File: src/rtl/seg_scan_ctrl_pkg.sv
// seg_scan_ctrl_pkg: slot states and display mode codes shared by the panel scanner
// and the HMI interface logic.
package seg_scan_ctrl_pkg;

    typedef enum logic {ST_BLANK, ST_ON} slot_st_t;

    localparam logic [2:0] SEG_CONST  = 3'd0;
    localparam logic [2:0] SEG_FLASH  = 3'd1;
    localparam logic [2:0] SEG_CURSOR = 3'd2;
    localparam logic [2:0] SEG_BLANK  = 3'd3;

    // Undefined mode codes behave as CONST.
    function automatic logic [2:0] seg_norm_mode(input logic [2:0] m);
        return (m > SEG_BLANK) ? SEG_CONST : m;
    endfunction

endpackage

File: src/rtl/seg_flash_timer.sv
// seg_flash_timer: frame-based flash phase generator with blink counting; counting
// restarts (phase ON, counts 0) whenever the active display mode changes.
module seg_flash_timer #(
    parameter int FLASH_FRAMES = 50,
    parameter int FLASH_COUNT  = 5
) (
    input  logic clk,
    input  logic reset,
    input  logic i_tick,
    input  logic i_mode_chg,
    input  logic i_flash_en,
    input  logic i_blink_en,
    output logic o_phase_on,
    output logic o_flash_done
);

    localparam int FW = (FLASH_FRAMES > 1) ? $clog2(FLASH_FRAMES) : 1;
    localparam int BW = $clog2(FLASH_COUNT + 1);

    logic [FW-1:0] r_frame_cnt;
    logic [BW-1:0] r_blink_cnt;

    always_ff @(posedge clk or negedge reset) begin
        if (!reset) begin
            r_frame_cnt  <= '0;
            r_blink_cnt  <= '0;
            o_phase_on   <= 1'b1;
            o_flash_done <= 1'b0;
        end else begin
            o_flash_done <= 1'b0;
            if (i_mode_chg) begin
                r_frame_cnt <= '0;
                r_blink_cnt <= '0;
                o_phase_on  <= 1'b1;
            end else if (i_tick && i_flash_en) begin
                if (r_frame_cnt == FW'(FLASH_FRAMES - 1)) begin
                    r_frame_cnt <= '0;
                    o_phase_on  <= ~o_phase_on;
                    // An OFF->ON transition completes one blink.
                    if (!o_phase_on && i_blink_en) begin
                        if (r_blink_cnt == BW'(FLASH_COUNT - 1)) begin
                            r_blink_cnt  <= '0;
                            o_flash_done <= 1'b1;
                        end else begin
                            r_blink_cnt <= r_blink_cnt + 1'b1;
                        end
                    end
                end else begin
                    r_frame_cnt <= r_frame_cnt + 1'b1;
                end
            end
        end
    end

endmodule

File: src/rtl/seg_scan_ctrl.sv
// seg_scan_ctrl: multiplexed 7-segment panel scanner with anti-ghost blanking,
// frame-aligned shadow registers and whole-panel / cursor-digit flashing.
module seg_scan_ctrl
    import seg_scan_ctrl_pkg::*;
#(
    parameter int DIGITS       = 5,
    parameter int SCAN_DIV     = 20000,
    parameter int BLANK_CYC    = 200,
    parameter int FLASH_FRAMES = 50,
    parameter int FLASH_COUNT  = 5,
    parameter bit SEL_ACT_LOW  = 1'b1
) (
    input  logic                  clk,
    input  logic                  reset,
    input  logic [8*DIGITS-1:0]   disp_data,
    input  logic [2:0]            disp_mode,
    input  logic [2:0]            cursor,
    input  logic                  load,
    output logic [DIGITS-1:0]     seg_select,
    output logic [7:0]            seg_out,
    output logic                  frame_start,
    output logic                  flash_done
);

    localparam int CW = $clog2(SCAN_DIV);
    localparam int DW = (DIGITS > 1) ? $clog2(DIGITS) : 1;
    localparam logic [DIGITS-1:0] SEL_OFF = {DIGITS{SEL_ACT_LOW}};

    slot_st_t            r_state, w_state_nxt;
    logic [CW-1:0]       r_slot_cnt;
    logic [DW-1:0]       r_digit, w_digit_nxt;
    logic [8*DIGITS-1:0] r_pend_data, r_act_data;
    logic [2:0]          r_pend_mode, r_act_mode, r_pend_cur, r_act_cur;
    logic [2:0]          w_mode_in, w_mode_nxt;
    logic                w_slot_last, w_blank_last, w_boundary, w_mode_chg;
    logic                w_phase_on, w_cur_hit, w_gate_off;
    logic [7:0]          w_pat;
    logic [DIGITS-1:0]   w_sel_on;

    assign w_slot_last  = r_slot_cnt == CW'(SCAN_DIV - 1);
    assign w_blank_last = r_slot_cnt == CW'(BLANK_CYC - 1);
    assign w_boundary   = (r_state == ST_ON) && w_slot_last && (r_digit == DW'(DIGITS - 1));
    assign w_mode_in    = seg_norm_mode(disp_mode);
    assign w_mode_nxt   = load ? w_mode_in : r_pend_mode;
    assign w_mode_chg   = w_boundary && (w_mode_nxt != r_act_mode);

    always_ff @(posedge clk or negedge reset) begin
        if (!reset) r_state <= ST_BLANK;
        else        r_state <= w_state_nxt;
    end

    always_comb begin
        w_state_nxt = r_state;
        w_digit_nxt = r_digit;
        if (r_state == ST_BLANK && w_blank_last) begin
            w_state_nxt = ST_ON;
        end else if (r_state == ST_ON && w_slot_last) begin
            w_state_nxt = ST_BLANK;
            w_digit_nxt = (r_digit == DW'(DIGITS - 1)) ? '0 : r_digit + 1'b1;
        end
    end

    // Active regs and flash phase only change on the boundary edge, where the next
    // state is BLANK, so the output decode below never sees them mid-update.
    assign w_pat      = r_act_data[8*w_digit_nxt +: 8];
    assign w_cur_hit  = 32'(r_act_cur) == 32'(w_digit_nxt);
    assign w_gate_off = (r_act_mode == SEG_BLANK) ||
                        (!w_phase_on && ((r_act_mode == SEG_FLASH) ||
                                         (r_act_mode == SEG_CURSOR && w_cur_hit)));
    assign w_sel_on   = DIGITS'(1) << w_digit_nxt;

    always_ff @(posedge clk or negedge reset) begin
        if (!reset) begin
            r_slot_cnt  <= '0;
            r_digit     <= '0;
            r_pend_data <= '0;
            r_pend_mode <= SEG_CONST;
            r_pend_cur  <= '0;
            r_act_data  <= '0;
            r_act_mode  <= SEG_CONST;
            r_act_cur   <= '0;
            frame_start <= 1'b0;
            seg_select  <= SEL_OFF;
            seg_out     <= 8'h00;
        end else begin
            r_slot_cnt  <= w_slot_last ? '0 : r_slot_cnt + 1'b1;
            r_digit     <= w_digit_nxt;
            frame_start <= w_boundary;
            if (load) begin
                r_pend_data <= disp_data;
                r_pend_mode <= w_mode_in;
                r_pend_cur  <= cursor;
            end
            if (w_boundary) begin
                r_act_data <= load ? disp_data : r_pend_data;
                r_act_mode <= w_mode_nxt;
                r_act_cur  <= load ? cursor : r_pend_cur;
            end
            seg_select <= (w_state_nxt == ST_ON) ? (w_sel_on ^ SEL_OFF) : SEL_OFF;
            seg_out    <= (w_state_nxt == ST_ON && !w_gate_off) ? w_pat : 8'h00;
        end
    end

    seg_flash_timer #(
        .FLASH_FRAMES (FLASH_FRAMES),
        .FLASH_COUNT  (FLASH_COUNT)
    ) u_flash (
        .clk          (clk),
        .reset        (reset),
        .i_tick       (w_boundary),
        .i_mode_chg   (w_mode_chg),
        .i_flash_en   ((r_act_mode == SEG_FLASH) || (r_act_mode == SEG_CURSOR)),
        .i_blink_en   (r_act_mode == SEG_FLASH),
        .o_phase_on   (w_phase_on),
        .o_flash_done (flash_done)
    );

endmodule
File: config.mk
export PLATFORM = sky130hd
export DESIGN_NAME = seg_scan_ctrl
export DESIGN_NICKNAME = d
export VERILOG_FILES = /design/src/rtl/seg_scan_ctrl_pkg.sv /design/src/rtl/seg_flash_timer.sv /design/src/rtl/seg_scan_ctrl.sv
export SDC_FILE = /design/constraint.sdc
export NUM_CORES = 1
export LEC_CHECK = 0
export ABC_CLOCK_PERIOD_IN_PS = 3550
export BUFFER_PORTS_ARGS = -buffer_cell sky130_fd_sc_hd__buf_2
export CORE_MARGIN = 2
export CORE_UTILIZATION = 45
export CTS_CLUSTER_DIAMETER = 40
export DETAILED_ROUTE_END_ITERATION = 8
export PLACE_DENSITY = 0.69
export REMOVE_ABC_BUFFERS = 1
export SLEW_MARGIN = 20
export SYNTH_ARGS = -nofsm -noshare
export SYNTH_HDL_FRONTEND = slang
export SYNTH_HIERARCHICAL = 1
export SYNTH_SLANG_ARGS = --single-unit
File: constraint.sdc
create_clock -name clk -period 3.55 [get_ports clk]
set_input_delay 0.5325 -clock clk [delete_from_list [all_inputs] [get_ports clk]]
set_output_delay 0.5325 -clock clk [all_outputs]
set_load 0.02 [all_outputs]
==> results of run 1 <==
[power groups by stage]
stage	Sequential, mW	Clock, mW	Combinational (mW)
after floorplan	1.64	0	0.0636
after global routing	1.62	1.73	0.164
final	1.61	1.63	0.146
after detailed placement	1.64	0	0.148
after global placement	1.64	0	0.144
after CTS	1.61	1.66	0.150
[logic make-up (layout without fill, tap and decap cells)]
logic type	after synthesis	after routing	share of synthesized area (%)
DFF	136	136	56.7
and+or+nand+nor	104	104	10.0
muxes	103	103	19.6
AOI/OAI and AO/OA	57	57	6.53
buffers and inverters	35	116	2.93
xor gates and xnor gates	19	19	2.77
adders and majority gates	7	7	1.46
[sequential cells by signal, indices dropped and copies added (netlist names), 5 cells and up]
register and flops:
r_act_data 40, r_pend_data 40, r_slot_cnt 15, seg_out 8, seg_select 5, u_flash/r_frame_cnt 6
[through the flow]
step	instances	hold WS [ps]	setup TNS [ps]
after detailed placement	686	475	0
after floorplan	441	237	-4150
after global routing	718	287	0
final	718	219	0
after global placement	686	466	0
after CTS	718	243	0
[area by class of cell]
cell class / count / area (um^2) / share of cell area (%)
Sequential cell: 136 / 3410 / 48.4
Timing Repair Buffer: 69 / 375 / 5.33
Multi-Input combinational cell: 290 / 2430 / 34.5
Inverter: 15 / 58.8 / 0.834
Tap cell: 176 / 220 / 3.12
Clock buffer: 20 / 447 / 6.34
Clock inverter: 12 / 104 / 1.47
[cells in the final DEF (no fill, tap or decap), types with 6 or more instances in the layout]
cell       netlist  final
xor2_1          10     10
nor2b_1          6      6
nand3_1         14     14
dfrtp_1        130    130
xnor2_1          9      9
nand2_1         26     26
inv_1           13     13
mux2_1          14     14
nor2_1          17     17
buf_2            4     62
ha_1             7      7
clkbuf_16        0     17
a21oi_1         17     17
mux2_2          84     84
a22oi_1          8      8
buf_4            2      6
dfstp_2          6      6
[worst reg2reg max path: cells and delay by family, from the launching register on]
family                   cells  cell delay (ps)
AND/OR/NAND/NOR              4             1730
AO/OA/AOI/OAI                3              550
flip-flops                   1              390
adder cells (fa/ha/maj)      1              280
buffers and inverters        1              170
[final timing paths]
kind	end	slack, ps	depth (start not counted)
worst max-delay path	seg_out[5]	360	9
worst min-delay path	r_pend_data[5]	220	1
worst max register to register	seg_out[5]	360	9
worst min register to register	r_act_data[22]	490	1
max in group asynchronous	seg_select[4]	2520	2
min in group clk	r_pend_data[38]	360	2
[metal layers]
layer,track usage (%),vias up,share of wire [%]
met5,0,-,0
met4,5.29,0,1.3
met3,5.47,15,4.1
met2,29.5,80,49
met1,22.5,1923,45
li1,-,1806,-
==> flow_summary_export.csv, run 1 <==
group,metric,value,unit
sta,finalWorstSetupSlack,362,ps
layout,fill_cells,1133,
clock_network,hold_buffers,0,
routing,vias,3824,
clock_network,clk_latency,420,ps
clock_network,cts_tree,"done",
floorplan,start_util,45.8,%
layout,area_growth,17.2,%
floorplan,core_area,0.0131,mm^2
yosys,synth-edff-count,0,
hold_path,hold_class,"in2async",
sta,fin_crit_sh,89.8,%
yosys,ys_seq_elements,136,
setup_path,cp-start-kind,"register",
yosys,ys.flop_type,"dfrtp_1",
yosys,ys_top_cells_by_area,"dfrtp_1 (54%), mux2_2 (16%), dfstp_2 (2.6%)",
yosys,ys_warn_count,6,
setup_path,cp_slowest_cell,"nor4_4",
sta,finalSetupViolations,0,
run,cap_violations,0,
placement,place.gp.congestion,0.886,
yosys,yosys.area.top_type,"dfrtp_1",
global_route,antenna_found_initial,0,
power,power.leakage,3.29,nW
yosys,synthTopCellsByCount,"dfrtp_1 (130), mux2_2 (84), nand2_1 (26)",
clock_network,cts_inserted_buffers,17,
routing,drtAntennaViolNets,0,
setup_path,cp_max_fo,17,
routing,wl_per_cell,16.4,um
layout,final_util,53.6,%
clock_network,clockRootBuffer,"clkbuf_16",
sta,tightest_slew,850,ps
routing,dr.pass1.iters,4,
status,status,"finished, final reports clean",
setup_path,timing.rr.start,"r_slot_cnt[0]",
yosys,synthDistinctLibCells,61,
routing,dr.first_iter.drc_count,211,
setup_path,path_delay_family,"simple AND/OR/NAND/NOR gates",
global_route,grt_pass1_wl,19700,um
clock_network,post-cts-setup-buffers,0,
power,ir_drop,0.000334,V
power,clkPwrFrac,48.1,%
global_route,gr-total-overflow,0,
floorplan,die_w,120,um
global_route,grt_usage,17.8,%
power,pwr-share-seq,47.6,%
yosys,synth_top_cell_area_share,54.1,%
power,p_sw_share,21.9,%
placement,hpwl,8010,um
clock_network,cts.sink_count,136,
layout,antenna_cells,0,
routing,routed_wl,11800,um
sta,hold_viol,0,
setup_path,worstPathCellList,"ha_1 -> nand4_1 -> nor4_4 -> nand2_1 -> o21ai_2 -> inv_4 -> nor3_2 -> a22oi_1 -> a21oi_1",
yosys,syn_avg_cell_area,13.0,um^2
floorplan,core.rowCount,42,
routing,drc,0,
power,power_density,481,mW/mm^2
yosys,synth-async-reset-ratio,100,%
layout,drive_gt1_share,37.8,%
setup_path,cp.required,3890,ps
routing,routed_via_density,5.33,
sta,fmax,0.314,GHz
sta,fin_crit,3190,ps
sta,skew,12.5,ps
power,p_sw,0.742,mW
clock_network,ctsResizeCount,0,
setup_path,criticalPathCategory,"reg2reg",
yosys,synthesis.area,0.00601,mm^2
power,power.internal,2.65,mW
floorplan,ioPinCount,64,
clock_network,clk_pin_slew,60,ps
layout,fin_area,0.00705,mm^2
setup_path,path_buf_inv,1,
sta,slew_violations,0,
layout,fin_nets,585,
power,p_comb_share,4.3,%
setup_path,cp_slowest_stage_delay,770,ps
clock_network,clockBufferDepth,2,
floorplan,die_h,120,um
placement,dpl_cell_area,0.00650,mm^2
global_route,grt_pass1_vias,3984,
setup_path,crit_arrival,3520,ps
floorplan,die_area,0.0143,mm^2
power,finalPower,3.39,mW
placement,port_buffers,63,
placement,post-place-ws,403,ps
global_route,grt_max_degree,69,
clock_network,cts_max_level,4,
sta,grt_setup_unrepaired,"no",
setup_path,cp-startpoint,"r_slot_cnt[0]",
setup_path,critPathCaptureType,"register",
yosys,synth_cells,461,
sta,slew_headroom,43.0,%
yosys,synthMostInstantiatedCell,"dfrtp_1",
yosys,seq_area_frac_synth,56.7,%
Power figures use the tool's default switching activity.
==> run 2, diff against run 1 <==
--- a/config.mk
+++ b/config.mk
@@ -7,7 +7,7 @@
 export LEC_CHECK = 0
 export ABC_CLOCK_PERIOD_IN_PS = 3550
 export BUFFER_PORTS_ARGS = -buffer_cell sky130_fd_sc_hd__buf_2
-export CORE_MARGIN = 2
+export CORE_MARGIN = 4
 export CORE_UTILIZATION = 45
 export CTS_CLUSTER_DIAMETER = 40
 export DETAILED_ROUTE_END_ITERATION = 8
==> flow_summary_export.csv, run 2 (synthesized netlist as in run 1, its figures left out) <==
group,metric,value,unit
sta,hold_viol,0,
setup_path,critPathCaptureType,"register",
clock_network,cts_inserted_buffers,17,
routing,drc,0,
clock_network,ctsResizeCount,0,
sta,fin_crit_sh,81.7,%
clock_network,cts_max_level,4,
setup_path,crit_arrival,3230,ps
setup_path,r2r_setup_slack,650,ps
layout,fin_nets,585,
layout,area_growth,17.3,%
floorplan,core.rowCount,41,
power,power_density,483,mW/mm^2
global_route,gr-total-overflow,0,
sta,finalSetupViolations,0,
power,ir_drop,0.000544,V
global_route,grt_pass1_vias,3969,
placement,place.gp.congestion,0.857,
layout,final_util,54.8,%
power,power.leakage,3.30,nW
run,cap_violations,0,
floorplan,start_util,46.7,%
sta,slew_violations,0,
placement,hpwl,7820,um
floorplan,die_w,124,um
routing,vias,3858,
layout,largest_registers,"r_act_data: 40 flops, r_pend_data: 40 flops, r_slot_cnt: 15 flops",
sta,slew_headroom,38.3,%
clock_network,hold_buffers,0,
floorplan,die_h,124,um
global_route,antenna_found_initial,1,
sta,tightest_slew,920,ps
setup_path,r2r-end,"seg_out[3]",
routing,drtAntennaViolNets,0,
routing,dr.first_iter.drc_count,287,
global_route,top_usage_layer,"met2",
sta,finalWorstSetupSlack,651,ps
clock_network,clk_latency,420,ps
sta,tns,0,ps
global_route,use_met1,22.9,%
layout,layout_common_cells,"dfrtp_1 (130), mux2_2 (84), buf_2 (62), nand2_1 (26)",
routing,routed_wl,11600,um
global_route,grt_use_met3,5.27,%
sta,fmax,0.345,GHz
layout,drive_gt1_share,38.2,%
floorplan,ioPinCount,64,
clock_network,cts.sink_count,136,
global_route,met2_usage,25.4,%
clock_network,clockBufferDepth,2,
routing,wl_per_cell,16.3,um
clock_network,clk_pin_slew,60,ps
status,status,"finished, final reports clean",
routing,dr.pass1.iters,4,
setup_path,cp.required,3880,ps
global_route,grt_max_degree,71,
layout,antenna_cells,0,
placement,dpl_cell_area,0.00649,mm^2
sta,fin_crit,2900,ps
sta,grt_setup_unrepaired,"no",
routing,routed_via_density,5.40,
layout,fill_cells,1077,
setup_path,timing.rr.start,"r_slot_cnt[0]",
layout,layout_commonest_cell,"dfrtp_1",
layout,fin_area,0.00705,mm^2
floorplan,core_area,0.0129,mm^2
clock_network,cts_tree,"done",
global_route,grt_usage,16.8,%
hold_path,hold_class,"in2async",
clock_network,clockRootBuffer,"clkbuf_16",
setup_path,cp_max_fo,17,
placement,port_buffers,63,
clock_network,post-cts-setup-buffers,0,
sta,skew,9.40,ps
placement,post-place-ws,658,ps
global_route,grt_pass1_wl,19800,um
floorplan,die_area,0.0153,mm^2
setup_path,ff2ff_path_depth,10,
power,finalPower,3.41,mW
setup_path,cp-start-kind,"register",
setup_path,criticalPathCategory,"reg2reg",
## run 2: changes by cell type in the layout (fill, tap and decap cells not counted)
cell and change:
clkinv_4 +2, clkinvlp_4 -1, clkbuf_1 -2, inv_6 +1
## run 2: worst max path at each step
| stage | cells after the start | to | slack [ps] | start |
|---|---|---|---|---|
| after detailed placement | 10 | seg_out[3] | 660 | r_slot_cnt[0] |
| after CTS | 9 | seg_out[3] | 660 | r_slot_cnt[5] |
| after global placement | 9 | seg_out[5] | 760 | r_slot_cnt[5] |
| after global routing | 10 | seg_out[7] | 400 | r_slot_cnt[0] |
| after floorplan | 7 | u_flash/o_phase_on | -590 | r_slot_cnt[5] |
| final | 10 | seg_out[3] | 650 | r_slot_cnt[0] |
## run 2: critical path, stage by stage, from the launching register on
cell and delay [ps]:
dfrtp_1 380, ha_1 270, nand4_1 260, nor4_4 330, buf_4 240, nand2_1 80, o21ai_2 120, inv_4 170
nor3_2 560, a22oi_1 190, a21oi_1 210
## run 2: layer usage
metal  routed length (um)  vias up  share of wire, %
met4                  179        2               1.5
met1                 5320     1943                46
met5                    8        -             0.069
met3                  565       23               4.9
met2                 5560       87                48
li1                     -     1803                 -
## run 2: per-stage QoR
stage | instances | hold slack, ps
after floorplan | 441 | 237
after global placement | 682 | 464
after detailed placement | 682 | 478
after CTS | 714 | 252
after global routing | 714 | 283
final | 714 | 227
## run 2: area by class of cell
cell class | count | area (um^2) | area share (%)
Clock buffer | 18 | 439 | 6.23
Sequential cell | 136 | 3410 | 48.4
Tap cell | 172 | 215 | 3.05
Timing Repair Buffer | 69 | 375 | 5.32
Inverter | 15 | 58.8 | 0.834
Multi-Input combinational cell | 290 | 2430 | 34.5
Clock inverter | 14 | 123 | 1.74
## run 2: power by group
part	internal, mW	switching, mW	leakage, nW
clock network	0.983	0.668	0.277
logic	0.0680	0.0769	1.30
registers	1.60	0.0120	1.72
total	2.65	0.757	3.30
==> run 3, diff against run 2 <==
--- a/config.mk
+++ b/config.mk
@@ -5,13 +5,14 @@
 export SDC_FILE = /design/constraint.sdc
 export NUM_CORES = 1
 export LEC_CHECK = 0
-export ABC_CLOCK_PERIOD_IN_PS = 3550
+export ABC_AREA = 1
+export ABC_CLOCK_PERIOD_IN_PS = 2600
 export BUFFER_PORTS_ARGS = -buffer_cell sky130_fd_sc_hd__buf_2
 export CORE_MARGIN = 4
 export CORE_UTILIZATION = 45
 export CTS_CLUSTER_DIAMETER = 40
 export DETAILED_ROUTE_END_ITERATION = 8
-export PLACE_DENSITY = 0.69
+export PLACE_DENSITY = 0.71
 export REMOVE_ABC_BUFFERS = 1
 export SLEW_MARGIN = 20
 export SYNTH_ARGS = -nofsm -noshare
==> constraint.sdc (replaced) <==
create_clock -name clk -period 2.6 [get_ports clk]
set_input_delay 0.39 -clock clk [delete_from_list [all_inputs] [get_ports clk]]
set_output_delay 0.39 -clock clk [all_outputs]
set_load 0.02 [all_outputs]
==> flow_summary_export.csv, run 3 <==
group,metric,value,unit
routing,drtAntennaViolNets,0,
sta,slew_violations,0,
setup_path,cp_max_fo,12,
clock_network,post-cts-setup-buffers,0,
yosys,ys_warn_count,6,
sta,skew,11.0,ps
sta,slew_headroom,59.4,%
placement,port_buffers,63,
setup_path,crit_arrival,2580,ps
yosys,synthDistinctLibCells,39,
yosys,synth-edff-count,0,
floorplan,core_area,0.0133,mm^2
yosys,synth_top_cell_area_share,53.0,%
layout,drive_gt1_share,16.7,%
clock_network,cts_max_level,4,
routing,routed_wl,13300,um
layout,area_growth,18.0,%
yosys,synthesis.area,0.00614,mm^2
layout,antenna_cells,0,
setup_path,cp-start-kind,"register",
yosys,seq_area_frac_synth,55.5,%
floorplan,core.rowCount,42,
yosys,synthMostInstantiatedCell,"nand2_1",
floorplan,start_util,46.2,%
hold_path,hold_class,"in2reg",
global_route,grt_usage,18.0,%
sta,hold_viol,0,
routing,dr.pass1.iters,7,
floorplan,die_h,125,um
sta,tns,0,ps
layout,largest_registers,"r_act_data: 40 flops, r_pend_data: 40 flops, r_slot_cnt: 15 flops",
clock_network,clk_latency,420,ps
yosys,ys_seq_elements,136,
yosys,synth_cells,767,
clock_network,cts_tree,"done",
setup_path,ff2ff_path_depth,13,
sta,whs,193,ps
power,ir_drop,0.000436,V
setup_path,critPathCaptureType,"register",
clock_network,cts_inserted_buffers,17,
yosys,syn_avg_cell_area,8.01,um^2
global_route,grt_pass1_wl,23000,um
sta,finalSetupViolations,0,
layout,layout_common_cells,"nand2_1 (362), dfrtp_1 (130), nor2_1 (67), buf_2 (62), inv_1 (49)",
routing,drc,0,
layout,fin_area,0.00725,mm^2
placement,place_inst,991,
layout,fill_cells,1274,
sta,finalWorstSetupSlack,366,ps
hold_path,hold_depth,3,
yosys,ys_top_cells_by_area,"dfrtp_1 (53%), nand2_1 (22%), nor2_1 (4.2%)",
layout,fin_nets,891,
yosys,synthTopCellsByCount,"nand2_1 (362), dfrtp_1 (130), nor2_1 (68)",
yosys,ys.flop_type,"dfrtp_1",
clock_network,clockBufferDepth,2,
clock_network,clk_pin_slew,60,ps
sta,grt_setup_unrepaired,"no",
sta,fmax,0.448,GHz
sta,fin_crit_sh,85.9,%
setup_path,cp.required,2950,ps
power,power_density,652,mW/mm^2
global_route,grt_max_degree,67,
floorplan,die_w,125,um
sta,tightest_slew,610,ps
routing,wl_per_cell,13.0,um
routing,routed_via_density,4.84,
global_route,grt_pass1_vias,5023,
global_route,antenna_found_initial,1,
run,cap_violations,0,
setup_path,criticalPathCategory,"reg2reg",
floorplan,die_area,0.0156,mm^2
placement,dpl_cell_area,0.00666,mm^2
placement,place.gp.congestion,0.886,
placement,post-place-ws,133,ps
yosys,synth-async-reset-ratio,100,%
layout,layout_commonest_cell,"nand2_1",
global_route,gr-total-overflow,0,
clock_network,clockRootBuffer,"clkbuf_16",
status,status,"finished, final reports clean",
routing,dr.first_iter.drc_count,327,
sta,fin_crit,2230,ps
placement,hpwl,8990,um
routing,vias,4945,
floorplan,ioPinCount,64,
yosys,yosys.area.top_type,"dfrtp_1",
layout,stdcell_count,1022,
power,power.leakage,3.85,nW
clock_network,cts.sink_count,136,
[run 3: cell count changes in the layout (fill, tap and decap cells not counted), moves of 8 or more]
cell and delta:
xor2_1 -8, nand3_1 +12, o21ai_0 +8, mux2_1 -14
mux2_2 -84, xnor2_1 -8, nand2_1 +336, inv_1 +36
a22oi_1 -8, a21oi_1 -13, o21ai_1 +14, nor2_1 +50
[run 3: cell type report]
class | instances | area (um^2) | area share [%]
sequential | 136 | 3410 | 47.1
clock buffer | 18 | 439 | 6.06
inverter | 57 | 219 | 3.02
clock inverter | 12 | 130 | 1.80
multi-input combinational | 548 | 2400 | 33.1
timing repair buffer | 75 | 427 | 5.89
tap | 176 | 220 | 3.04
[run 3: power by group]
part / internal [mW] / switching, mW / leakage, nW
clock: 1.42 / 0.906 / 0.277
combinational: 0.0669 / 0.133 / 2.02
sequential: 2.18 / 0.0185 / 1.54
[run 3: path summary, 6_finish.rpt]
kind,from,end,slack (ps)
setup / recovery,r_slot_cnt[0],u_flash/r_frame_cnt[4],370
hold / removal,disp_data[7],r_pend_data[7],190
setup reg to reg,r_slot_cnt[0],u_flash/r_frame_cnt[4],370
hold reg to reg,r_slot_cnt[0],r_slot_cnt[0],460
max in group asynchronous,reset,r_pend_data[3],1330
min in group asynchronous,reset,r_slot_cnt[13],540
[run 3: per-stage QoR]
stage	util [%]	power, mW
floorplan	-	2.31
global placement	50.1	2.43
detailed placement	50.1	2.44
CTS	54.4	4.78
global route	54.5	4.89
finish	54.5	4.73
[run 3: timing repair]
item                       in CTS  in global routing
resized for setup               0                  2
hold buffers                    1                  0
hold endpoints to repair       25                  0
setup endpoints to repair       0                  6
[run 3: logic make-up after synthesis]
| kind of cell | Yosys count | share of synthesized area (%) |
|---|---|---|
| AND/OR/NAND/NOR | 497 | 33.3 |
| AO/OA/AOI/OAI | 41 | 3.65 |
| XOR/XNOR | 3 | 0.428 |
| buffers and inverters | 83 | 5.68 |
| flip-flops | 136 | 55.5 |
| adder cells (fa/ha/maj) | 7 | 1.43 |
[run 3: critical path, cell delays in order, from the launching register on]
cell and delay [ps]:
dfrtp_1 360, ha_1 210, nand3_2 130, nor2_2 240
nand3_2 150, nor2_4 140, inv_2 50, a31oi_2 200
inv_2 120, nand2_4 170, nand3_2 110, o21bai_1 140
inv_1 50, nor2_1 90
[run 3: layer usage]
metal	vias to the layer above	track usage, %	part of all wire, %
li1	2509	-	-
met1	2326	23.4	46
met2	96	29.5	48
met3	12	4.80	4.3
met4	2	6.12	1.5
met5	-	0	0.090
